$ cat config.mk
export PLATFORM = sky130hd
export DESIGN_NAME = tdc_meas_sequencer_flat
export DESIGN_NICKNAME = d
export VERILOG_FILES = /design/src/rtl/tdc_meas_sequencer_if.sv /design/src/rtl/tdc_meas_sequencer.sv /design/src/flat_wrapper.sv
export SDC_FILE = /design/constraint.sdc
export NUM_CORES = 1
export LEC_CHECK = 0
export ABC_CLOCK_PERIOD_IN_PS = 2150
export CAP_MARGIN = 20
export CORE_ASPECT_RATIO = 2
export CORE_MARGIN = 2
export CORE_UTILIZATION = 43
export CTS_CLUSTER_DIAMETER = 80
export DETAILED_ROUTE_END_ITERATION = 10
export PLACE_DENSITY_LB_ADDON = 0.2
export SETUP_SLACK_MARGIN = 0.3
export SKIP_CTS_REPAIR_TIMING = 1
export SLEW_MARGIN = 10
export SYNTH_ARGS = -nofsm -noshare
export SYNTH_HDL_FRONTEND = slang
export SYNTH_SLANG_ARGS = --single-unit
$ cat constraint.sdc
create_clock -name clk -period 2.15 [get_ports clk]
set_input_delay 0.43 -clock clk [delete_from_list [all_inputs] [get_ports clk]]
set_output_delay 0.43 -clock clk [all_outputs]
set_load 0.03 [all_outputs]
$ cat src/rtl/tdc_meas_sequencer_if.sv
// Signal bundle between the measurement sequencer and its host, TDC datapath and
// downstream consumer; the sequencer is the master side.
interface tdc_meas_sequencer_if #(
    parameter int CNT_W = 16
);
    logic             meas_req;
    logic             tdc_int;
    logic             rd_done;
    logic             res_done;
    logic [63:0]      res_data;
    logic             out_ready;
    logic             tdc_init;
    logic             start_o;
    logic             stop_o;
    logic             rd_req;
    logic             out_valid;
    logic [63:0]      out_data;
    logic             busy;
    logic             timeout_err;
    logic [2:0]       err_state;
    logic [CNT_W-1:0] meas_cnt;

    modport master (
        input  meas_req, tdc_int, rd_done, res_done, res_data, out_ready,
        output tdc_init, start_o, stop_o, rd_req, out_valid, out_data,
               busy, timeout_err, err_state, meas_cnt
    );

    modport slave (
        output meas_req, tdc_int, rd_done, res_done, res_data, out_ready,
        input  tdc_init, start_o, stop_o, rd_req, out_valid, out_data,
               busy, timeout_err, err_state, meas_cnt
    );
endinterface

$ cat src/rtl/tdc_meas_sequencer.sv
// Sequences one time-of-flight measurement: TDC init, start/stop phases with register
// reads, result capture and downstream handoff, guarded by a per-state watchdog.
module tdc_meas_sequencer #(
    parameter int unsigned TIMEOUT_CYC = 2_500_000,
    parameter int unsigned INIT_CYC    = 16,
    parameter int          CNT_W       = 16
) (
    input  logic                clk,
    input  logic                reset_n,
    tdc_meas_sequencer_if.master bus
);
    typedef enum logic [2:0] {
        IDLE    = 3'd0,
        INIT    = 3'd1,
        ST_WAIT = 3'd2,
        ST_RD   = 3'd3,
        SP_WAIT = 3'd4,
        SP_RD   = 3'd5,
        RESULT  = 3'd6,
        OUTPUT  = 3'd7
    } state_t;

    localparam logic [31:0] INIT_LAST = 32'(INIT_CYC - 1);
    localparam logic [31:0] WD_LAST   = 32'(TIMEOUT_CYC - 1);

    state_t           state;
    state_t           state_nxt;
    logic [31:0]      cyc_cnt;
    logic [63:0]      out_data_q;
    logic [2:0]       err_state_q;
    logic [CNT_W-1:0] meas_cnt_q;
    logic             waiting;
    logic             event_hit;
    logic             wd_expire;

    always_ff @(posedge clk or negedge reset_n) begin
        if (!reset_n) begin
            state   <= IDLE;
            cyc_cnt <= '0;
        end else begin
            state <= state_nxt;
            // One counter serves both the INIT pulse width and the watchdog.
            if (state_nxt != state) begin
                cyc_cnt <= '0;
            end else if (state != IDLE && state != OUTPUT) begin
                cyc_cnt <= cyc_cnt + 32'd1;
            end
        end
    end

    always_comb begin
        state_nxt = state;
        waiting   = 1'b0;
        event_hit = 1'b0;
        case (state)
            IDLE: begin
                if (bus.meas_req) state_nxt = INIT;
            end
            INIT: begin
                if (cyc_cnt == INIT_LAST) state_nxt = ST_WAIT;
            end
            ST_WAIT: begin
                waiting   = 1'b1;
                event_hit = bus.tdc_int;
                if (event_hit) state_nxt = ST_RD;
            end
            ST_RD: begin
                waiting   = 1'b1;
                event_hit = bus.rd_done;
                if (event_hit) state_nxt = SP_WAIT;
            end
            SP_WAIT: begin
                waiting   = 1'b1;
                event_hit = bus.tdc_int;
                if (event_hit) state_nxt = SP_RD;
            end
            SP_RD: begin
                waiting   = 1'b1;
                event_hit = bus.rd_done;
                if (event_hit) state_nxt = RESULT;
            end
            RESULT: begin
                waiting   = 1'b1;
                event_hit = bus.res_done;
                if (event_hit) state_nxt = OUTPUT;
            end
            OUTPUT: begin
                if (bus.out_ready) state_nxt = IDLE;
            end
        endcase
        // A qualifying event in the expiry cycle takes priority over the abort.
        wd_expire = waiting && !event_hit && (cyc_cnt == WD_LAST);
        if (wd_expire) state_nxt = IDLE;
    end

    always_ff @(posedge clk or negedge reset_n) begin
        if (!reset_n) begin
            out_data_q  <= '0;
            err_state_q <= '0;
            meas_cnt_q  <= '0;
        end else begin
            if (state == RESULT && bus.res_done) begin
                out_data_q <= bus.res_data;
            end
            if (state == IDLE && bus.meas_req) begin
                err_state_q <= 3'd0;
            end else if (wd_expire) begin
                err_state_q <= state;
            end
            if (state == OUTPUT && bus.out_ready) begin
                meas_cnt_q <= meas_cnt_q + 1'b1;
            end
        end
    end

    assign bus.tdc_init    = (state == INIT);
    assign bus.start_o     = (state == ST_WAIT) || (state == ST_RD);
    assign bus.stop_o      = (state == SP_WAIT) || (state == SP_RD);
    assign bus.rd_req      = ((state == ST_RD) || (state == SP_RD)) && (cyc_cnt == 32'd0);
    assign bus.out_valid   = (state == OUTPUT);
    assign bus.out_data    = out_data_q;
    assign bus.busy        = (state != IDLE);
    assign bus.timeout_err = wd_expire;
    assign bus.err_state   = err_state_q;
    assign bus.meas_cnt    = meas_cnt_q;
endmodule

$ cat src/flat_wrapper.sv
// flat-port wrapper written by rule: the top's interface ports become plain ports
module tdc_meas_sequencer_flat 
#(
    parameter int unsigned TIMEOUT_CYC = 2_500_000,
    parameter int unsigned INIT_CYC    = 16,
    parameter int          CNT_W       = 16
)
  (clk, reset_n, bus_meas_req, bus_tdc_int, bus_rd_done, bus_res_done, bus_res_data, bus_out_ready, bus_tdc_init, bus_start_o, bus_stop_o, bus_rd_req, bus_out_valid, bus_out_data, bus_busy, bus_timeout_err, bus_err_state, bus_meas_cnt);
  tdc_meas_sequencer_if #(.CNT_W(CNT_W)) bus_i ();
  input  logic clk;
  input  logic reset_n;
  input wire logic [$bits(bus_i.meas_req)-1:0] bus_meas_req;
  input wire logic [$bits(bus_i.tdc_int)-1:0] bus_tdc_int;
  input wire logic [$bits(bus_i.rd_done)-1:0] bus_rd_done;
  input wire logic [$bits(bus_i.res_done)-1:0] bus_res_done;
  input wire logic [$bits(bus_i.res_data)-1:0] bus_res_data;
  input wire logic [$bits(bus_i.out_ready)-1:0] bus_out_ready;
  output wire logic [$bits(bus_i.tdc_init)-1:0] bus_tdc_init;
  output wire logic [$bits(bus_i.start_o)-1:0] bus_start_o;
  output wire logic [$bits(bus_i.stop_o)-1:0] bus_stop_o;
  output wire logic [$bits(bus_i.rd_req)-1:0] bus_rd_req;
  output wire logic [$bits(bus_i.out_valid)-1:0] bus_out_valid;
  output wire logic [$bits(bus_i.out_data)-1:0] bus_out_data;
  output wire logic [$bits(bus_i.busy)-1:0] bus_busy;
  output wire logic [$bits(bus_i.timeout_err)-1:0] bus_timeout_err;
  output wire logic [$bits(bus_i.err_state)-1:0] bus_err_state;
  output wire logic [$bits(bus_i.meas_cnt)-1:0] bus_meas_cnt;
  assign bus_i.meas_req = bus_meas_req;
  assign bus_i.tdc_int = bus_tdc_int;
  assign bus_i.rd_done = bus_rd_done;
  assign bus_i.res_done = bus_res_done;
  assign bus_i.res_data = bus_res_data;
  assign bus_i.out_ready = bus_out_ready;
  assign bus_tdc_init = bus_i.tdc_init;
  assign bus_start_o = bus_i.start_o;
  assign bus_stop_o = bus_i.stop_o;
  assign bus_rd_req = bus_i.rd_req;
  assign bus_out_valid = bus_i.out_valid;
  assign bus_out_data = bus_i.out_data;
  assign bus_busy = bus_i.busy;
  assign bus_timeout_err = bus_i.timeout_err;
  assign bus_err_state = bus_i.err_state;
  assign bus_meas_cnt = bus_i.meas_cnt;
  tdc_meas_sequencer #(.TIMEOUT_CYC(TIMEOUT_CYC), .INIT_CYC(INIT_CYC), .CNT_W(CNT_W)) u_core (.clk(clk), .reset_n(reset_n), .bus(bus_i));
endmodule
======== Word-level counts from Yosys, hierarchy flattened ========
Cells that the tools add are included.
operators by class
  add/subtract/negate cells ............... 2
  eq/ne operators ......................... 11
  muxes and demuxes ....................... 16
  reductions and logical operators ........ 19
operators with widths
  kind                                                                number
  32-bit two-way mux                                                  2
  3-bit two-way mux                                                   11
  32-bit by 1-bit adder with 32-bit output (second input constant)    1
  32-bit by 22-bit == test with 1-bit output (second input constant)  1
  32-bit by 4-bit == test with 1-bit output (second input constant)   1
  32-bit zero test                                                    1
  3-bit case mux with 8 select lines                                  1
  16-bit by 1-bit adder with 16-bit output (second input constant)    1
  3-bit == test (second input constant)                               4
  1-bit logical AND                                                   7
  3-bit by 2-bit == test with 1-bit output (second input constant)    2
  5-bit OR reduction                                                  1
  2-bit nonzero test                                                  2
  2-bit OR reduction                                                  2
  3-bit by 1-bit == test with 1-bit output (second input constant)    1
  3-bit zero test                                                     1
  1-bit logical OR                                                    3
  3-bit inequality test                                               1
  3-bit inequality test (second input constant)                       1
  1-bit case mux with 3 select lines                                  1
  3-bit nonzero test                                                  1
  1-bit zero test                                                     1
  1-bit two-way mux                                                   1
word-level totals
  flip-flop bits (word level) ............. 118
  input bits .............................. 71
  output and inout port bits .............. 90
  word-level logic and storage cells ...... 53

======== Logic depth before layout (Yosys ltp) ========
Gate-level depths: netlist of run 1.
  depth in word-level cells ............... 9
  gate-level depth with buffers ........... 9
  depth with buffers taken out ............ 7

======== Least setup slack after synthesis of run 1 ========
No wires, ideal clock.
  path kind ............................... flip-flop to flip-flop
  start point ............................. register u_core.cyc_cnt[1]
  end point ............................... register u_core.cyc_cnt[10]
  library setup time ...................... 0.082 ns
  data arrival time ....................... 2.609 ns
  data required time ...................... 2.068 ns
  path slack .............................. -0.541 ns
  cell stages (with the launch flop) ...... 9
  buffers on the path ..................... 1
  clock period less this slack ............ 2.691 ns
  cell sequence ........................... dfrtp_1 > ha_1 > nand3_2 > or4_4 > a2111oi_4 > nor3_2 > o32a_1 > buf_6 > nor3_2
on the way
  elaborated cells on any way between the ends .. 11
  those cells by class .................... add/sub (1); eq/ne (3); mux (5); reduce/logical (2)
RTL lines
  what                                                      line                      RTL
  start, declared                                           tdc_meas_sequencer.sv:28  logic [31:0] cyc_cnt;
  start signal, assigned                                    tdc_meas_sequencer.sv:46  cyc_cnt <= cyc_cnt + 32'd1;
  32-bit by 22-bit == test with 1-bit output *              tdc_meas_sequencer.sv:92  wd_expire = waiting && !event_hit && (cyc_cnt == WD_LAST);
  1-bit logical AND *                                       tdc_meas_sequencer.sv:92
  net bus_timeout_err                                       flat_wrapper.sv:25        output wire logic [$bits(bus_i.timeout_err)-1:0] bus_timeout_err;
  3-bit two-way mux *                                       tdc_meas_sequencer.sv:93  if (wd_expire) state_nxt = IDLE;
  net u_core.state_nxt[1]                                   tdc_meas_sequencer.sv:27  state_t state_nxt;
  3-bit inequality test *                                   tdc_meas_sequencer.sv:43  if (state_nxt != state) begin
  32-bit two-way mux or 2-bit nonzero test (tied branches)  n/a
The timed path passes the listed nets; every way through them passes the cells marked *. The select of a mux whose other input is x is not followed.
A chain may end at the register's enable or synchronous reset.

======== Worst setup path in the final report of run 1 ========
  start point ............................. register u_core.state[2]
  end point ............................... output bus_timeout_err
on the way
  longest elaborated chain between the ends .. 6
  elaborated cells on any way between the ends .. 13
  those cells by class .................... eq/ne (5); mux (2); reduce/logical (6)
ends and longest elaborated chain
  what                                                                       line                      RTL
  start, declared                                                            tdc_meas_sequencer.sv:26  state_t state;
  start signal, assigned                                                     tdc_meas_sequencer.sv:41  state <= state_nxt;
  3-bit == test or 3-bit by 2-bit == test with 1-bit output (tied branches)  tdc_meas_sequencer.sv:55  case (state)
  2-bit OR reduction (no line)                                               n/a
  1-bit case mux with 3 select lines                                         tdc_meas_sequencer.sv:55
  1-bit zero test                                                            tdc_meas_sequencer.sv:92
  1-bit logical AND * (2 in a row)                                           tdc_meas_sequencer.sv:92
  end, declared                                                              flat_wrapper.sv:25
Mark *: on every way between the ends. The rest lies on a longest branch, timed or not.

==> summary.txt, run 1 <==
Status
  – Status: finished, violations left
  – Failing checks: hold timing, setup timing

Pwr
  – Total Power: between 10,000 and 15,000 uW
  – PwrDens: between 1000 and 1500 nW/um^2
  – Peak supply drop: ~0.81 mV
  – Leak: ~0.0053 uW

STA
  – Max_slew headroom: between 60 and 70%
  – Min Tclk post-route: approximately 2600 ps
  – Setup ws final: -427.5 ps
  – Final setup viols: 34
  – Period utilisation layout: 119.9%
  – Hold WS: -19.87 ps
  – RSZ-0062 raised after global routing: yes
  – Final slew viol count: 0
  – Fmax: just under 0.4 GHz
  – Setup Skew: approximately 11 ps
  – Hold Fails Final Rpt: 19
  – Worst-Margin Slew: between 500 and 600 ps

Yosys
  – Synth area leader: dfrtp_1
  – Netlist cell types: 44
  – Largest cells by area after synthesis: dfrtp_1 (56%), mux2_2 (14%), xnor2_1 (4.3%), xor2_1 (3.5%), nor2_1 (2.6%)
  – Syn nets: between 500 and 600
  – Post-synth EDFFs: 0
  – Seq cells post-synth: between 100 and 150
  – Avg Inst Size Synth: about 12 sq um
  – Synth top area share: ~56%
  – Ys async rst share: 100.0%
  – Mapped Cells: 436
  – YS warnings: 0
  – Post-synth top cells: dfrtp_1 (118), mux2_2 (65), nor2_1 (36), xnor2_1 (26), nand2_1 (23)
  – Mapped Area: approximately 5300 sq um
  – Synth Flop Type: dfrtp_1
  – Sequential share of the synthesized area: 55.81%
  – Count leader, synth: dfrtp_1

Drt
  – Antenna-violating nets left: 0
  – Drt total wl: about 16,000 um
  – Wirelength per Cell: between 15 and 20 um
  – Number of remaining DRC errors: 0
  – 1st-pass router iterations: 4
  – Via count: 4,479
  – Via density per instance: around 5.2
  – DRT iter0 DRCs: 158

Global route
  – Met3 Usage GRT: roughly 5.8%
  – Total Routing Usage GR: approximately a quarter
  – Global-route wire length before repair: 23,710 um
  – Vias in the first global route: approximately 4,700
  – Initial antenna violation count: 0
  – Busiest grt layer: met2
  – Met2 Track Usage GR: 43.91%
  – GRT overflow: 0
  – Met1 usage: about a quarter
  – Largest net degree at the start of global routing: 42

Place
  – DP HPWL: around 11,000 um
  – Final RePlAce weighted congestion: between 0.8 and 0.9
  – Dpl cell area: between 7000 and 8000 sq um
  – Cells after DPL: a little over 800
  – Buffers on Ports: 160

Setup path
  – Worst EP required: 1720 ps
  – CP Data Arrival Time: ~2200 ps
  – Critical path fanouts, max: 5
  – Critical path class: reg2out
  – CP startpoint kind: flop
  – Crit. End Element: output port

Cells and area
  – Ratio of cells with drive above 1 in the final layout: between 30% and 40%
  – Fillers: 796
  – Post-Layout Inst Area: 8972 sq um
  – Fin util: ~74%
  – Final nets: between 700 and 800
  – Antenna Cells: 0
  – Layout area overhead: 69.57%
  – Non-Filler Instances: around 860

Min path
  – Worst Hold Class: in2async

Clocking
  – CTS tree: done
  – Clk sinks: approximately 120
  – Cts bufs inserted: 17
  – Worst skew pair latency: 400 ps
  – CTS root buf: clkbuf_16
  – Clk pin slew, worst setup/hold paths: ~60 ps
  – Htree depth: 4
  – Clock buffer depth: 2

Floorplanning
  – Die height: 160.9 um
  – Area of the die: roughly 13,000 sq um
  – Core Box Area: between 10,000 and 15,000 sq um
  – Row cnt: 57
  – IO Pins: 161
  – Initial core utilization: 43.90%
  – Die Width: approximately 82 um

Job
  – Maximum capacitance violations: 0
[power breakdown]
part | switching, uW | internal (uW) | leakage [uW]
Sequential | 303 | 2780 | 0.00158
Clock | 1030 | 2060 | 0.000314
Combinational | 2530 | 2080 | 0.00337
Total | 3860 | 6930 | 0.00526
[layout make-up]
type	instances	area (sq um)	share of cell area, %
inverter	10	45.04	0.5020
tap	147	183.9	2.050
clock inverter	14	224.0	2.496
multi-input combinational	291	2436	27.15
sequential	118	2955	32.94
timing repair buffer	261	2703	30.12
clock buffer	17	425.4	4.741
[layer usage]
metal / wire length, um / part of all wire [%] / vias up
li1: - / - / 2075
met1: 5388 / 34 / 2237
met2: 9212 / 58 / 134
met3: 855 / 5.4 / 33
met4: 473 / 3.0 / 0
met5: 0 / 0 / -
[path summary, 6_finish.rpt]
kind / startpoint / end / cells after the start / slack [ps]
max reg2reg: u_core.state[2]$_DFF_PN0_ / u_core.cyc_cnt[10]$_DFFE_PN0P_ / 9 / -230
min reg2reg: u_core.bus.meas_cnt[15]$_DFFE_PN0P_ / u_core.bus.meas_cnt[15]$_DFFE_PN0P_ / 1 / 460
min in group clk: u_core.bus.meas_cnt[15]$_DFFE_PN0P_ / u_core.bus.meas_cnt[15]$_DFFE_PN0P_ / 1 / 460
max: u_core.state[2]$_DFF_PN0_ / bus_timeout_err / 6 / -430
min: reset_n / u_core.bus.meas_cnt[13]$_DFFE_PN0P_ / 1 / -20
max in group asynchronous: reset_n / u_core.bus.out_data[4]$_DFFE_PN0P_ / 2 / 1470
[worst max-delay path, cell delays in order, from the launching register on]
cell	delay (ps)
dfrtp_2	440
buf_12	150
and2_1	160
a22o_1	310
a2111oi_4	390
buf_4	170
buf_6	120
[per-stage QoR]
stage                     setup TNS (ps)  worst slack, ps
after floorplan                    -4407           -394.5
after global placement             -6813           -244.7
after detailed placement           -9783           -314.9
after CTS                          -9074           -633.5
after global routing               -7983           -513.4
final                              -3713           -427.5
[sequential cells by signal (all words and copies together), names as in the netlist]
name / count
u_core.cyc_cnt: 32
u_core.bus.err_state: 3
u_core.bus.out_data: 64
u_core.bus.meas_cnt: 16
u_core.state: 3
[cells by family (layout without fill, tap and decap cells)]
logic type / Yosys count / after routing / synth area share [%]
AOI/OAI and AO/OA: 24 / 24 / 3.642
xor gates and xnor gates: 47 / 47 / 7.780
adders and majority gates: 3 / 3 / 0.7095
DFF: 118 / 118 / 55.81
and+or+nand+nor: 151 / 151 / 15.89
buffers and inverters: 27 / 302 / 2.152
muxes: 66 / 66 / 14.02
[layout by cell type, fill, tap and decap left out, types with 3 or more instances in the layout]
| master | synthesis | routed |
|---|---|---|
| a21oi_1 | 6 | 6 |
| and3_1 | 11 | 10 |
| and4_1 | 4 | 3 |
| buf_12 | 0 | 6 |
| buf_4 | 1 | 83 |
| buf_6 | 1 | 16 |
| bufinv_16 | 0 | 5 |
| clkbuf_16 | 0 | 18 |
| clkdlybuf4s50_1 | 0 | 69 |
| clkinv_4 | 0 | 4 |
| dfrtp_1 | 118 | 116 |
| dlymetal6s2s_1 | 0 | 83 |
| inv_1 | 10 | 7 |
| inv_6 | 0 | 4 |
| mux2_2 | 65 | 65 |
| nand2_1 | 23 | 23 |
| nand3_1 | 20 | 16 |
| nand3_2 | 1 | 4 |
| nand4_1 | 15 | 15 |
| nor2_1 | 36 | 31 |
| nor2_4 | 0 | 5 |
| nor2b_1 | 6 | 5 |
| nor3_1 | 6 | 3 |
| nor3_2 | 11 | 11 |
| nor3_4 | 0 | 3 |
| nor4_1 | 9 | 3 |
| nor4_2 | 1 | 5 |
| xnor2_1 | 26 | 24 |
| xor2_1 | 21 | 20 |
Power figures use the tool's default switching activity.
==> run 2, diff against run 1 <==
- CORE_MARGIN: 2 -> 1.5
==> run 2 against run 1 <==
  * The flow finishes with violations (setup timing)
  * Power down 2.4%
  * Utilization up 0.61 points
  * Non-clock buffer count down 2
  * Sequential share of layout area down 0.27 points
  * Clock skew down 3.8 ps
  * Combinational power up 3%
  * Via count up 0.76%
  * Register-to-register slack about the same
  * Critical path type unchanged
==> summary.txt, run 2 (same netlist as run 1, synthesis figures left out) <==
Clocking
  – CTS tree: done
  – Cts bufs inserted: 17
  – Clock buffer depth: 2
  – CTS root buf: clkbuf_16
  – Htree depth: 4
  – Worst skew pair latency: just over 400 ps
  – Clk pin slew, worst setup/hold paths: approximately 50 ps
  – Clk sinks: between 100 and 150

STA
  – Setup Skew: between 6 and 7 ps
  – Final setup viols: 36
  – Hold Fails Final Rpt: 0
  – Hold WS: roughly 490 ps
  – Worst-Margin Slew: approximately 460 ps
  – Fmax: ~0.38 GHz
  – Final slew viol count: 0
  – Period utilisation layout: 121.9%
  – RSZ-0062 raised after global routing: yes
  – TNS Setup: -4219 ps
  – Min Tclk post-route: roughly 2600 ps
  – Max_slew headroom: between 60% and 70%
  – Setup ws final: -471.3 ps

Cells and area
  – Fillers: approximately 810
  – Most common cell after layout, fill and taps aside: dfrtp_1
  – Most frequent cells in the layout: dfrtp_1 (116), dlymetal6s2s_1 (83), buf_4 (75)
  – Final nets: 771
  – Ratio of cells with drive above 1 in the final layout: a little under two fifths
  – Layout area overhead: 70.96%
  – Largest register FFs: 64
  – Antenna Cells: 0

Global route
  – Global-route wire length before repair: 22,650 um
  – Total Routing Usage GR: around 23%
  – GRT overflow: 0
  – Largest net degree at the start of global routing: 52
  – Busiest grt layer: met2
  – Vias in the first global route: approximately 4,600
  – Initial antenna violation count: 0
  – Met2 Track Usage GR: between 40% and 50%
  – Met3 Usage GRT: around 5.1%
  – Met1 usage: between 20% and 30%

Pwr
  – PwrDens: approximately 1200 nW/um^2
  – Clock share of power: 25.9%
  – Combinational power share: between 40% and 50%
  – Net Switching: roughly 3900 uW
  – Internal Pwr Total: about 6700 uW
  – Sequential power share: between 20% and 30%
  – Leak: 0.005333 uW
  – Peak supply drop: 0.8057 mV
  – Switching portion of total power: 36.68%

Floorplanning
  – Core Box Area: ~12,000 sq um
  – Initial core utilization: about 44%
  – IO Pins: roughly 160
  – Row cnt: 57
  – Die Width: between 80 and 90 um
  – Area of the die: approximately 13,000 sq um
  – Die height: 159.9 um

Drt
  – Via count: 4,513
  – DRT iter0 DRCs: around 150
  – Antenna-violating nets left: 0
  – 1st-pass router iterations: 4
  – Wirelength per Cell: ~18 um
  – Drt total wl: 15,810 um
  – Via density per instance: 5.266
  – Number of remaining DRC errors: 0

Setup path
  – CP startpoint kind: flop
  – Crit. End Element: output port
  – Worst EP required: 1720 ps
  – Critical path class: reg2out
  – Critical path fanouts, max: 3
  – CP Data Arrival Time: about 2200 ps

Place
  – DP HPWL: approximately 11,000 um
  – Final RePlAce weighted congestion: 0.9423
  – Buffers on Ports: 160

Job
  – Maximum capacitance violations: 0

Status
  – Status: finished, violations left
  – Failing checks: setup timing

Min path
  – Worst Hold Class: reg2reg
[run 2: layer usage]
metal,wire [um],up-vias
met4,689,0
met1,5417,2236
met5,0,-
met2,8908,155
li1,-,2065
met3,798,57
[run 2: layout make-up]
cell class | count | area (sq um) | share of cell area (%)
Clock inverter | 12 | 128.9 | 1.425
Clock buffer | 20 | 446.7 | 4.938
Tap cell | 147 | 183.9 | 2.033
Multi-Input combinational cell | 291 | 2549 | 28.17
Timing Repair Buffer | 259 | 2734 | 30.22
Sequential cell | 118 | 2955 | 32.67
Inverter | 10 | 48.80 | 0.5394
[run 2: critical path: stages (launching register included)]
cell and delay [ps]:
dfrtp_1 400, nor4_2 340, buf_4 170, nand3_2 80, buf_6 150, a2111oi_4 350
buf_4 180, buf_6 120
[run 2: worst paths after layout]
kind	start	endpoint	slack, ps	cells after the start
setup / recovery	u_core.cyc_cnt[23]$_DFFE_PN0P_	bus_timeout_err	-470	7
hold / removal	u_core.bus.meas_cnt[15]$_DFFE_PN0P_	u_core.bus.meas_cnt[15]$_DFFE_PN0P_	490	1
hold reg to reg	u_core.bus.meas_cnt[15]$_DFFE_PN0P_	u_core.bus.meas_cnt[15]$_DFFE_PN0P_	490	1
max in group asynchronous	reset_n	u_core.bus.out_data[30]$_DFFE_PN0P_	990	3
min in group asynchronous	reset_n	u_core.bus.meas_cnt[6]$_DFFE_PN0P_	520	2
setup reg to reg	u_core.cyc_cnt[23]$_DFFE_PN0P_	u_core.cyc_cnt[10]$_DFFE_PN0P_	-240	10
[run 2: through the flow]
step / cell area [sq um] / util [%] / power, uW / cells / setup slack [ps]
finish: 9046 / 75.05 / 10530 / 857 / -471.3
global route: 9046 / 75.05 / 10950 / 857 / -530.9
CTS: 8302 / 68.88 / 10160 / 836 / -606.9
detailed placement: 7726 / 64.10 / 7414 / 804 / -315.8
global placement: 7726 / 64.10 / 7325 / 804 / -264.5
floorplan: 5359 / - / 5462 / 436 / -394.5
[run 2: power by group through the flow]
| stage | combinational [uW] | clock, uW | sequential, uW |
|---|---|---|---|
| 6_report | 4730 | 2730 | 3070 |
| 5_1_grt | 4930 | 2880 | 3130 |
| 4_1_cts | 4300 | 2770 | 3090 |
| 3_5_place_dp | 4290 | 0 | 3130 |
| 3_3_place_gp | 4230 | 0 | 3090 |
| 2_1_floorplan | 1330 | 0 | 4130 |
==> run 3, diff against run 2 <==
- REMOVE_ABC_BUFFERS: default -> 1
==> run 3 against run 2 <==
  * The run still ends with setup timing left
  * Register-to-register slack worse by 90 ps
  * Sequential share of layout area down 0.35 points
  * Cell count up 0.82%
  * First-iteration DRC count up 26%
  * Power up 4.6%
  * Die area unchanged
  * Worst hold slack worse by 25 ps
  * Clock power up 11%
  * Clock skew up 1.9 ps
  * Final area up 1.1%
  * Clock-buffer cell count down 2
==> summary.txt, run 3 (same netlist as run 1, synthesis figures left out) <==
Setup path
  – CP Data Arrival Time: between 2000 and 2500 ps
  – Crit. End Element: output port
  – CP startpoint kind: flop
  – Critical path fanouts, max: 4
  – Critical path class: reg2out
  – Reg2reg setup slack: -330 ps
  – Worst EP required: about 1700 ps

Drt
  – Drt total wl: 16,750 um
  – 1st-pass router iterations: 5
  – Via density per instance: around 5.2
  – DRT iter0 DRCs: 186
  – Via count: 4,510
  – Wirelength per Cell: roughly 19 um
  – Antenna-violating nets left: 0
  – Number of remaining DRC errors: 0

Pwr
  – PwrDens: approximately 1200 nW/um^2
  – Leak: 0.005406 uW
  – Peak supply drop: ~0.9 mV
  – Total Power: 11,020 uW

Cells and area
  – Largest register FFs: 64
  – Most common cell after layout, fill and taps aside: dfrtp_1
  – Antenna Cells: 0
  – Fillers: approximately 750
  – Non-Filler Instances: roughly 860
  – Ratio of cells with drive above 1 in the final layout: 38.08%
  – Layout area overhead: 72.83%
  – Most frequent cells in the layout: dfrtp_1 (116), buf_4 (86), dlymetal6s2s_1 (83)
  – Post-Layout Inst Area: 9145 sq um
  – Final nets: between 700 and 800

STA
  – RSZ-0062 raised after global routing: yes
  – Fmax: around 0.37 GHz
  – Max_slew headroom: roughly 67%
  – Final slew viol count: 0
  – Final setup viols: 37
  – Period utilisation layout: 125.6%
  – Worst-Margin Slew: around 500 ps
  – TNS Setup: -6480 ps
  – Min Tclk post-route: 2701 ps
  – Hold WS: approximately 460 ps
  – Setup ws final: -550.6 ps
  – Setup Skew: between 8 and 9 ps
  – Hold Fails Final Rpt: 0

Floorplanning
  – Die Width: between 80 and 90 um
  – Row cnt: 57
  – Die height: ~160 um
  – Core Box Area: about 12,000 sq um
  – Initial core utilization: about 44%
  – IO Pins: 161
  – Area of the die: approximately 13,000 sq um

Place
  – Final RePlAce weighted congestion: ~0.92
  – Cells after DPL: slightly above 800
  – Buffers on Ports: 160
  – Dpl cell area: approximately 7800 sq um
  – DP HPWL: 11,560 um

Clocking
  – Clk sinks: ~120
  – Clock buffer depth: 2
  – Clk pin slew, worst setup/hold paths: about 60 ps
  – CTS root buf: clkbuf_16
  – Worst skew pair latency: 410 ps
  – Htree depth: 4
  – CTS tree: done
  – Cts bufs inserted: 17

Global route
  – Largest net degree at the start of global routing: 54
  – Global-route wire length before repair: roughly 24,000 um
  – GRT overflow: 0
  – Total Routing Usage GR: 24.51%
  – Vias in the first global route: around 4,800
  – Initial antenna violation count: 0

Status
  – Status: finished, violations left
  – Failing checks: setup timing

Min path
  – Worst Hold Class: reg2reg

Job
  – Maximum capacitance violations: 0
[run 3: per-layer routing]
layer / GRT usage (%) / vias to the layer above / wire length (um)
met1: 23.87 / 2252 / 5701
met3: 6.343 / 36 / 785
met5: 0 / - / 0
li1: - / 2083 / -
met2: 45.76 / 139 / 9717
met4: 11.05 / 0 / 545
[run 3: critical path: stages (launching register included)]
cell and delay [ps]:
dfrtp_1 350, ha_2 190, nand3_2 70, or4_4 530
a2111oi_4 390, buf_4 200, buf_6 130
[run 3: final cells by class]
| cell class | instances | area (sq um) | share of cell area [%] |
|---|---|---|---|
| multi-input cells | 291 | 2530 | 27.66 |
| well taps | 147 | 183.9 | 2.011 |
| repair buffers | 266 | 2799 | 30.61 |
| flip-flops and latches | 118 | 2955 | 32.32 |
| inverters | 10 | 37.54 | 0.4105 |
| clock inverters | 14 | 200.2 | 2.189 |
| clock buffers | 18 | 439.2 | 4.802 |
[run 3: final timing paths]
check	startpoint	to	depth (start not counted)
worst max-delay path	u_core.cyc_cnt[0]$_DFFE_PN0P_	bus_timeout_err	6
worst min-delay path	u_core.bus.meas_cnt[15]$_DFFE_PN0P_	u_core.bus.meas_cnt[15]$_DFFE_PN0P_	1
worst max register to register	u_core.cyc_cnt[0]$_DFFE_PN0P_	u_core.cyc_cnt[3]$_DFFE_PN0P_	10
worst min register to register	u_core.bus.meas_cnt[15]$_DFFE_PN0P_	u_core.bus.meas_cnt[15]$_DFFE_PN0P_	1
max in group asynchronous	reset_n	u_core.bus.out_data[58]$_DFFE_PN0P_	3
min in group asynchronous	reset_n	u_core.bus.out_data[5]$_DFFE_PN0P_	2
[run 3: where the power goes]
| part | total, uW | internal [uW] | switching [uW] | leakage, uW |
|---|---|---|---|---|
| registers | 3080 | 2780 | 301 | 0.00158 |
| logic | 4890 | 2280 | 2610 | 0.00352 |
| clock network | 3040 | 1980 | 1060 | 0.000308 |
| total | 11000 | 7040 | 3980 | 0.00541 |
[run 3: through the flow]
stage               utilization [%]  setup slack [ps]
detailed placement            64.41            -383.8
global route                  75.87            -655.0
floorplan                         -            -992.7
CTS                           69.72            -773.8
finish                        75.87            -550.6
global placement              64.41            -404.2
